### config.mk
export PLATFORM = sky130hd
export DESIGN_NAME = alu_op_sequencer_flat
export DESIGN_NICKNAME = d
export VERILOG_FILES = /design/src/rtl/alu_op_sequencer_if.sv /design/src/rtl/alu_op_sequencer.sv /design/src/flat_wrapper.sv
export SDC_FILE = /design/constraint.sdc
export NUM_CORES = 1
export LEC_CHECK = 0
export CAP_MARGIN = 20
export CORE_MARGIN = 2
export CORE_UTILIZATION = 50
export CTS_CLUSTER_SIZE = 25
export DETAILED_ROUTE_END_ITERATION = 8
export GPL_ROUTABILITY_DRIVEN = 0
export PLACE_DENSITY_LB_ADDON = 0.25
export SLEW_MARGIN = 0
export SYNTH_ARGS = -nofsm -noshare
export SYNTH_HDL_FRONTEND = slang
export SYNTH_SLANG_ARGS = --single-unit
export TNS_END_PERCENT = 10
### constraint.sdc
create_clock -name clk -period 4.48 [get_ports clk]
set_clock_uncertainty 0.05 [all_clocks]
set_input_delay 0.896 -clock clk [delete_from_list [all_inputs] [get_ports clk]]
set_output_delay 0.896 -clock clk [all_outputs]
set_load 0.02 [all_outputs]
### src/rtl/alu_op_sequencer_if.sv
// Request, ALU and response bundle for alu_op_sequencer.
// The slave side is the sequencer; the master side is the issue stage plus the ALU.
interface alu_op_sequencer_if #(
   parameter int WIDTH = 32,
   parameter int TAG_W = 4
);
   logic             req_valid;
   logic             req_ready;
   logic [1:0]       req_opcode;
   logic [WIDTH-1:0] req_a;
   logic [WIDTH-1:0] req_b;
   logic [TAG_W-1:0] req_tag;

   logic [1:0]       alu_opcode;
   logic [WIDTH-1:0] alu_a;
   logic [WIDTH-1:0] alu_b;
   logic [WIDTH-1:0] alu_y;
   logic             alu_zero;

   logic             rsp_valid;
   logic             rsp_ready;
   logic [WIDTH-1:0] rsp_y;
   logic             rsp_zero;
   logic [TAG_W-1:0] rsp_tag;

   modport master (
      output req_valid, req_opcode, req_a, req_b, req_tag,
      output alu_y, alu_zero,
      output rsp_ready,
      input  req_ready,
      input  alu_opcode, alu_a, alu_b,
      input  rsp_valid, rsp_y, rsp_zero, rsp_tag
   );

   modport slave (
      input  req_valid, req_opcode, req_a, req_b, req_tag,
      input  alu_y, alu_zero,
      input  rsp_ready,
      output req_ready,
      output alu_opcode, alu_a, alu_b,
      output rsp_valid, rsp_y, rsp_zero, rsp_tag
   );
endinterface

### src/rtl/alu_op_sequencer.sv
// Buffers ALU requests in a FIFO, feeds the head to the ALU and
// registers the result into a tagged valid/ready response.
module alu_op_sequencer #(
   parameter int WIDTH = 32,
   parameter int DEPTH = 4,
   parameter int TAG_W = 4
) (
   input  logic              clk,
   input  logic              rst,
   alu_op_sequencer_if.slave bus,
   output logic              busy,
   output logic [15:0]       op_count
);
   localparam int AW = (DEPTH > 1) ? $clog2(DEPTH) : 1;
   localparam logic [AW:0] FULL_CNT = (AW+1)'(DEPTH);

   typedef struct packed {
      logic [1:0]       opcode;
      logic [WIDTH-1:0] a;
      logic [WIDTH-1:0] b;
      logic [TAG_W-1:0] tag;
   } entry_t;

   entry_t           mem [DEPTH];
   entry_t           head;
   logic [AW-1:0]    wr_ptr;
   logic [AW-1:0]    rd_ptr;
   logic [AW:0]      occ;
   logic             full;
   logic             empty;
   logic             push;
   logic             issue;

   logic             rsp_valid;
   logic [WIDTH-1:0] rsp_y;
   logic             rsp_zero;
   logic [TAG_W-1:0] rsp_tag;
   logic [15:0]      cnt;

   assign full  = (occ == FULL_CNT);
   assign empty = (occ == '0);

   // Ready depends only on occupancy, so there is no path from rsp_ready.
   assign push  = bus.req_valid && !full;
   assign issue = !empty && (!rsp_valid || bus.rsp_ready);

   assign head = mem[rd_ptr];

   always_comb begin
      bus.alu_opcode = '0;
      bus.alu_a      = '0;
      bus.alu_b      = '0;
      if (!empty) begin
         bus.alu_opcode = head.opcode;
         bus.alu_a      = head.a;
         bus.alu_b      = head.b;
      end
   end

   always_ff @(posedge clk) begin
      if (push) begin
         mem[wr_ptr] <= '{
            opcode: bus.req_opcode,
            a:      bus.req_a,
            b:      bus.req_b,
            tag:    bus.req_tag
         };
      end
   end

   always_ff @(posedge clk or posedge rst) begin
      if (rst) begin
         wr_ptr <= '0;
         rd_ptr <= '0;
         occ    <= '0;
      end else begin
         if (push) begin
            wr_ptr <= wr_ptr + AW'(1);
         end
         if (issue) begin
            rd_ptr <= rd_ptr + AW'(1);
         end
         unique case ({push, issue})
            2'b10:   occ <= occ + (AW+1)'(1);
            2'b01:   occ <= occ - (AW+1)'(1);
            default: occ <= occ;
         endcase
      end
   end

   always_ff @(posedge clk or posedge rst) begin
      if (rst) begin
         rsp_valid <= 1'b0;
         rsp_y     <= '0;
         rsp_zero  <= 1'b0;
         rsp_tag   <= '0;
         cnt       <= '0;
      end else if (issue) begin
         rsp_valid <= 1'b1;
         rsp_y     <= bus.alu_y;
         rsp_zero  <= bus.alu_zero;
         rsp_tag   <= head.tag;
         cnt       <= cnt + 16'd1;
      end else if (rsp_valid && bus.rsp_ready) begin
         rsp_valid <= 1'b0;
      end
   end

   assign bus.req_ready = !full;
   assign bus.rsp_valid = rsp_valid;
   assign bus.rsp_y     = rsp_y;
   assign bus.rsp_zero  = rsp_zero;
   assign bus.rsp_tag   = rsp_tag;

   assign busy     = !empty || rsp_valid;
   assign op_count = cnt;
endmodule

### src/flat_wrapper.sv
// flat-port wrapper written by rule: the top's interface ports become plain ports
module alu_op_sequencer_flat 
#(
   parameter int WIDTH = 32,
   parameter int DEPTH = 4,
   parameter int TAG_W = 4
)
  (clk, rst, busy, op_count, bus_req_valid, bus_req_opcode, bus_req_a, bus_req_b, bus_req_tag, bus_alu_y, bus_alu_zero, bus_rsp_ready, bus_req_ready, bus_alu_opcode, bus_alu_a, bus_alu_b, bus_rsp_valid, bus_rsp_y, bus_rsp_zero, bus_rsp_tag);
  alu_op_sequencer_if #(.WIDTH(WIDTH), .TAG_W(TAG_W)) bus_i ();
  input  logic clk;
  input  logic rst;
  output logic busy;
  output logic [15:0] op_count;
  input wire logic [$bits(bus_i.req_valid)-1:0] bus_req_valid;
  input wire logic [$bits(bus_i.req_opcode)-1:0] bus_req_opcode;
  input wire logic [$bits(bus_i.req_a)-1:0] bus_req_a;
  input wire logic [$bits(bus_i.req_b)-1:0] bus_req_b;
  input wire logic [$bits(bus_i.req_tag)-1:0] bus_req_tag;
  input wire logic [$bits(bus_i.alu_y)-1:0] bus_alu_y;
  input wire logic [$bits(bus_i.alu_zero)-1:0] bus_alu_zero;
  input wire logic [$bits(bus_i.rsp_ready)-1:0] bus_rsp_ready;
  output wire logic [$bits(bus_i.req_ready)-1:0] bus_req_ready;
  output wire logic [$bits(bus_i.alu_opcode)-1:0] bus_alu_opcode;
  output wire logic [$bits(bus_i.alu_a)-1:0] bus_alu_a;
  output wire logic [$bits(bus_i.alu_b)-1:0] bus_alu_b;
  output wire logic [$bits(bus_i.rsp_valid)-1:0] bus_rsp_valid;
  output wire logic [$bits(bus_i.rsp_y)-1:0] bus_rsp_y;
  output wire logic [$bits(bus_i.rsp_zero)-1:0] bus_rsp_zero;
  output wire logic [$bits(bus_i.rsp_tag)-1:0] bus_rsp_tag;
  assign bus_i.req_valid = bus_req_valid;
  assign bus_i.req_opcode = bus_req_opcode;
  assign bus_i.req_a = bus_req_a;
  assign bus_i.req_b = bus_req_b;
  assign bus_i.req_tag = bus_req_tag;
  assign bus_i.alu_y = bus_alu_y;
  assign bus_i.alu_zero = bus_alu_zero;
  assign bus_i.rsp_ready = bus_rsp_ready;
  assign bus_req_ready = bus_i.req_ready;
  assign bus_alu_opcode = bus_i.alu_opcode;
  assign bus_alu_a = bus_i.alu_a;
  assign bus_alu_b = bus_i.alu_b;
  assign bus_rsp_valid = bus_i.rsp_valid;
  assign bus_rsp_y = bus_i.rsp_y;
  assign bus_rsp_zero = bus_i.rsp_zero;
  assign bus_rsp_tag = bus_i.rsp_tag;
  alu_op_sequencer #(.WIDTH(WIDTH), .DEPTH(DEPTH), .TAG_W(TAG_W)) u_core (.clk(clk), .rst(rst), .bus(bus_i), .busy(busy), .op_count(op_count));
endmodule
==> impl_metrics.toml, run 1 <==
[floorplanning]
std_cell_rows = 59
fp.coreArea_mm2 = 0.0258
die-area_mm2 = 0.0274
dieHeight_um = 165
ios = 229
die_w_um = 165
start_util_pct = 50.5

[routing]
drc = 0
wirelength_um = 25500
ant_nets = 0
vias = 6541
wl_met1_um = 10200
dr_wl_met3_um = 1980
top_layer_used = "met4"
via_per_inst = 5.34
met2_wirelength_um = 13000
drt-wirelength-per-cell_um = 20.8
first_pass_iters = 6
drt_iter0_markers = 408

[sta]
tns_ns = 0
maxSlewViolCount = 0
max_freq_ghz = 0.260
fin_crit_sh_pct = 85.8
rsz0062_at_grt = "false"
hold_viol = 0
setup_ws_ns = 0.638
min_period_ns = 3.84
relSlewSlack_pct = 43.1
tightest_slew_ns = 0.852
setup_viol = 0

[grt]
overflow = 0
grt_pass1_wl_um = 38700
grt_pass1_vias = 7075
antenna_found_initial = 0
grtUsageTotal_pct = 18.8
grt_max_degree = 71

[cts]
cts_tree = "done"
clk_pin_slew_worst_paths_ns = 0.06
clk_latency_ns = 0.51
holdBufCountCts = 0
h-tree-depth = 2
cts_made_buffers = 36
cts.sinks = 341
postCtsSetupBuffers = 0
clockRootBuffer = "clkbuf_16"
clock_path_buffers = 3
post_cts_resized = 0

[status]
status = "completed"

[power]
pwr-share-seq_pct = 37.8
p_int_mw = 8.41
p_switching_mw = 3.80
p_leak_nw = 5.85
p_per_area_mw_per_mm2 = 718
combPwrFrac_pct = 37.7
clkPwrFrac_pct = 24.5
ir_drop_mv = 0.462
switching_share_pct = 31.1

[setup_path]
end_kind = "output pin"
arrival_ns = 2.90
cp.required_ns = 3.53
cp-start-kind = "flop"
path_max_fanout = 28
crit_buf_inv = 2
crit_chain = "buf_12 -> mux4_2 -> nor2b_1 -> clkdlybuf4s50_1"
cp_slowest_stage_delay_ns = 0.75
cp_top_family = "buffers and inverters"
cp_slowest_cell = "dfrtp_4"
crit_type = "flop to output pin"

[yosys]
synth-seq-cells = 341
netlist_area_mm2 = 0.0130
synth_xor_area_share_pct = 1.41
synth_top_family_by_area = "multiplexers"
syn-instance-count = 614
synth_cell_types = 27
syn_area_per_cell_um2 = 21.2
synth-simple-area-share_pct = 4.77
synthArstFlopShare_pct = 17.9
synthAdderAreaFrac_pct = 0.730
synth_edf_count = 280
syn_nets = 728
synth_compound_area_share_pct = 0
muxShareOfSynthArea_pct = 15.5
yosysWarnings = 0
synth_top_flop_cell = "edfxtp_1"
seq_area_frac_synth_pct = 76.2

[cells_and_area]
final_nets = 977
fillerInstances = 1721
antenna_cells = 0
post-route-util_pct = 65.9
layout_common_cells = "280 x edfxtp_1, 228 x clkdlybuf4s50_1, 70 x mux4_2, 67 x nor2b_1, 59 x dfrtp_1"
drive_above_1_share_pct = 20.6
final_common_cell = "edfxtp_1"
syn_to_final_growth_pct = 30.5

[placed_design]
dp_slack_ns = 1.12
hpwl_um = 15400
port_buffers = 228

[flow_run]
cap_viol_max_count = 0

[worst_hold_path]
min_path_type = "flop to flop"
-- kinds of logic after synthesis --
logic type | after synthesis
xor+xnor | 21
fa+ha+maj | 7
buf+inv | 35
flops | 341
mux | 110
simple gates | 100
-- power groups by stage --
stage / sequential [mW] / combinational [mW] / clock (mW)
2_1_floorplan: 4.71 / 2.58 / 0
3_3_place_gp: 4.65 / 4.56 / 0
3_5_place_dp: 4.70 / 4.60 / 0
4_1_cts: 4.64 / 4.64 / 3.05
5_1_grt: 4.69 / 4.92 / 3.19
6_report: 4.61 / 4.60 / 2.99
-- per-stage QoR --
stage / power (mW) / cell area, um^2 / instances / hold slack, ns
after CTS: 12.3 / 16900 / 1221 / 0.422
after floorplan: 7.29 / 13000 / 614 / 0.465
after detailed placement: 9.31 / 15700 / 1156 / 0.415
after global placement: 9.21 / 15700 / 1156 / 0.411
after global routing: 12.8 / 17000 / 1225 / 0.459
final: 12.2 / 17000 / 1225 / 0.426
-- synth_stat cells, drive strengths merged, types with 6 or more instances --
cell | number | area share [%]
dfrtp | 61 | 12
xor2 | 6 | 0.40
and3 | 6 | 0.29
inv | 7 | 0.20
clkbuf | 10 | 0.29
ha | 6 | 0.58
nand2 | 6 | 0.17
nor2b | 67 | 3.2
buf | 18 | 0.84
edfxtp | 280 | 65
xnor2 | 15 | 1.0
mux2 | 39 | 3.4
mux4 | 70 | 12
-- final cells by class --
| class | instances | area [um^2] | area share (%) |
|---|---|---|---|
| Multi-Input combinational cell | 238 | 2950 | 17.3 |
| Inverter | 7 | 26.3 | 0.154 |
| Tap cell | 335 | 419 | 2.46 |
| Clock inverter | 17 | 231 | 1.36 |
| Sequential cell | 341 | 9940 | 58.4 |
| Timing Repair Buffer | 239 | 2470 | 14.5 |
| Clock buffer | 48 | 977 | 5.74 |
-- layer usage --
layer  track usage, %  up-vias
met5                0        -
met4             4.74        0
met3             5.12       36
met2             32.6      212
met1             23.5     3360
li1                 -     2933
-- state kept, by name (all words and copies together), names as in the netlist --
signal,count
u_core.wr_ptr,2
u_core.bus.rsp_y,32
u_core.occ,3
u_core.rd_ptr,2
u_core.bus.rsp_zero,1
u_core.bus.rsp_tag,4
u_core.op_count,16
u_core.mem,280
u_core.bus.rsp_valid,1
-- worst paths after layout --
check | startpoint | end | slack (ns) | depth (start not counted)
worst max-delay path | u_core.rd_ptr[0]$_DFFE_PP0P_ | bus_alu_a[11] | 0.64 | 4
worst min-delay path | u_core.op_count[15]$_DFFE_PP0P_ | u_core.op_count[15]$_DFFE_PP0P_ | 0.43 | 1
worst max register to register | u_core.occ[0]$_DFFE_PP0P_ | u_core.occ[2]$_DFFE_PP0P_ | 2.18 | 10
worst min register to register | u_core.op_count[15]$_DFFE_PP0P_ | u_core.op_count[15]$_DFFE_PP0P_ | 0.43 | 1
max in group asynchronous | rst | u_core.op_count[0]$_DFFE_PP0P_ | 2.74 | 3
min in group asynchronous | rst | u_core.bus.rsp_zero$_DFFE_PP0P_ | 0.84 | 2
(Power assumes the default switching activity.)
==> run 2: changes to the inputs <==
- CORE_UTILIZATION: 50 -> 47
- clock period: 4.48 -> 3.3 ns (I/O delays scaled with it)
==> impl_metrics.toml, run 2 (same netlist as run 1, synthesis figures left out) <==
[sta]
fin_crit_sh_pct = 97.8
maxSlewViolCount = 0
min_period_ns = 3.23
max_freq_ghz = 0.310
hold_viol = 0
rsz0062_at_grt = "true"
tightest_slew_ns = 0.749
hold_ws_ns = 0.425
relSlewSlack_pct = 50.1
setup_viol = 0
setup_ws_ns = 0.0711

[power]
p_per_area_mw_per_mm2 = 957
switching_share_pct = 31.7
p_switching_mw = 5.17
combPwrFrac_pct = 39.4
p_leak_nw = 6.03
pwr-share-seq_pct = 37.4
ir_drop_mv = 0.651
p_int_mw = 11.2
clkPwrFrac_pct = 23.2

[setup_path]
crit_buf_inv = 2
cp.required_ns = 2.59
cp-start-kind = "flop"
cp_slowest_stage_delay_ns = 0.56
crit_type = "flop to output pin"
arrival_ns = 2.52
end_kind = "output pin"
cp_top_family = "buffers and inverters"
path_max_fanout = 10
crit_chain = "buf_4 -> mux4_2 -> nor2b_1 -> clkdlybuf4s50_1"
cp_slowest_cell = "clkdlybuf4s50_1"

[cells_and_area]
layout_common_cells = "280 x edfxtp_1, 213 x clkdlybuf4s50_1, 70 x mux4_2, 67 x nor2b_1, 59 x dfrtp_1"
antenna_cells = 0
final_nets = 987
post-route-util_pct = 63.0
drive_above_1_share_pct = 21.7
largest_reg_flops = 280
regMostFlops = "u_core.mem"
final_common_cell = "edfxtp_1"
fillerInstances = 1873
syn_to_final_growth_pct = 31.1

[status]
status = "completed"

[cts]
cts_tree = "done"
h-tree-depth = 2
clockRootBuffer = "clkbuf_16"
clk_latency_ns = 0.51
cts.sinks = 341
clock_path_buffers = 3
clk_pin_slew_worst_paths_ns = 0.06
cts_made_buffers = 36

[placed_design]
port_buffers = 228
dp_slack_ns = 0.382
hpwl_um = 16400

[floorplanning]
die_w_um = 171
ios = 229
std_cell_rows = 60
dieHeight_um = 171
die-area_mm2 = 0.0291
start_util_pct = 48.1
fp.coreArea_mm2 = 0.0271

[grt]
grt_pass1_wl_um = 40300
antenna_found_initial = 0
grt_pass1_vias = 7165
grtUsageTotal_pct = 18.2
overflow = 0
grt_max_degree = 62

[flow_run]
cap_viol_max_count = 0

[routing]
first_pass_iters = 4
vias = 6666
ant_nets = 0
drc = 0
wirelength_um = 26000
drt-wirelength-per-cell_um = 20.5
drt_iter0_markers = 366
via_per_inst = 5.24

[worst_hold_path]
min_path_type = "flop to flop"
## run 2: changes by cell type in the layout (fill, tap and decap cells not counted), moves of 2 or more
cell	before	now
buf_16	2	0
clkbuf_1	10	5
clkinv_2	3	11
clkdlybuf4s50_1	228	213
clkinv_1	2	5
buf_4	4	13
buf_12	5	8
dlymetal6s2s_1	0	15
bufinv_16	5	1
## run 2: timing repair
| action | in CTS | in global routing |
|---|---|---|
| hold buffers | 0 | 0 |
| endpoints found under the setup margin | 54 | 27 |
| setup buffers | 2 | 0 |
| gates resized for setup | 0 | 15 |
## run 2: area by class of cell
| class | instances | area, um^2 | area share (%) |
|---|---|---|---|
| clock buffer | 44 | 983 | 5.76 |
| clock inverter | 21 | 138 | 0.806 |
| inverter | 7 | 26.3 | 0.154 |
| multi-input combinational | 238 | 2950 | 17.3 |
| sequential | 341 | 9940 | 58.2 |
| tap | 372 | 465 | 2.72 |
| timing repair buffer | 249 | 2580 | 15.1 |
## run 2: metal layers
| layer | track usage (%) | part of all wire (%) |
|---|---|---|
| met5 | 0 | 0 |
| met4 | 4.87 | 1.8 |
| met3 | 4.63 | 7.2 |
| met2 | 30.5 | 49 |
| met1 | 24.1 | 42 |
## run 2: worst paths after layout
| path | from | to | cells after the start | slack, ns |
|---|---|---|---|---|
| max in group asynchronous | rst | u_core.rd_ptr[1]$_DFFE_PP0P_ | 3 | 1.98 |
| min in group asynchronous | rst | u_core.bus.rsp_y[31]$_DFFE_PP0P_ | 3 | 0.66 |
| max | u_core.rd_ptr[0]$_DFFE_PP0P_ | bus_alu_a[20] | 4 | 0.07 |
| min | u_core.op_count[15]$_DFFE_PP0P_ | u_core.op_count[15]$_DFFE_PP0P_ | 1 | 0.42 |
| min reg2reg | u_core.op_count[15]$_DFFE_PP0P_ | u_core.op_count[15]$_DFFE_PP0P_ | 1 | 0.42 |
| max reg2reg | u_core.occ[0]$_DFFE_PP0P_ | u_core.occ[2]$_DFFE_PP0P_ | 10 | 1.06 |
## run 2: worst register-to-register path: stages (launching register included)
cell and delay (ns):
dfrtp_1 0.42, inv_1 0.13, nand3_1 0.21, and2_1 0.27, inv_1 0.06, ha_1 0.17, inv_1 0.06, fa_1 0.37
xor2_1 0.15, nor2_1 0.11, xor2_1 0.16
## run 2: through the flow
stage	area [um^2]	setup TNS, ns	power [mW]	instances
finish	17100	0	16.3	1272
global route	17100	-0.207	17.1	1272
CTS	17000	0	16.6	1272
detailed placement	15900	0	12.8	1205
global placement	15900	0	12.6	1205
floorplan	13000	0	9.90	614
## run 2: power groups by stage
stage                     Combinational [mW]  Clock [mW]  Sequential (mW)
after global routing                    6.87        4.04             6.21
after global placement                  6.44           0             6.17
after CTS                               6.61        3.87             6.13
after floorplan                         3.50           0             6.39
after detailed placement                6.50           0             6.25
final                                   6.44        3.79             6.12
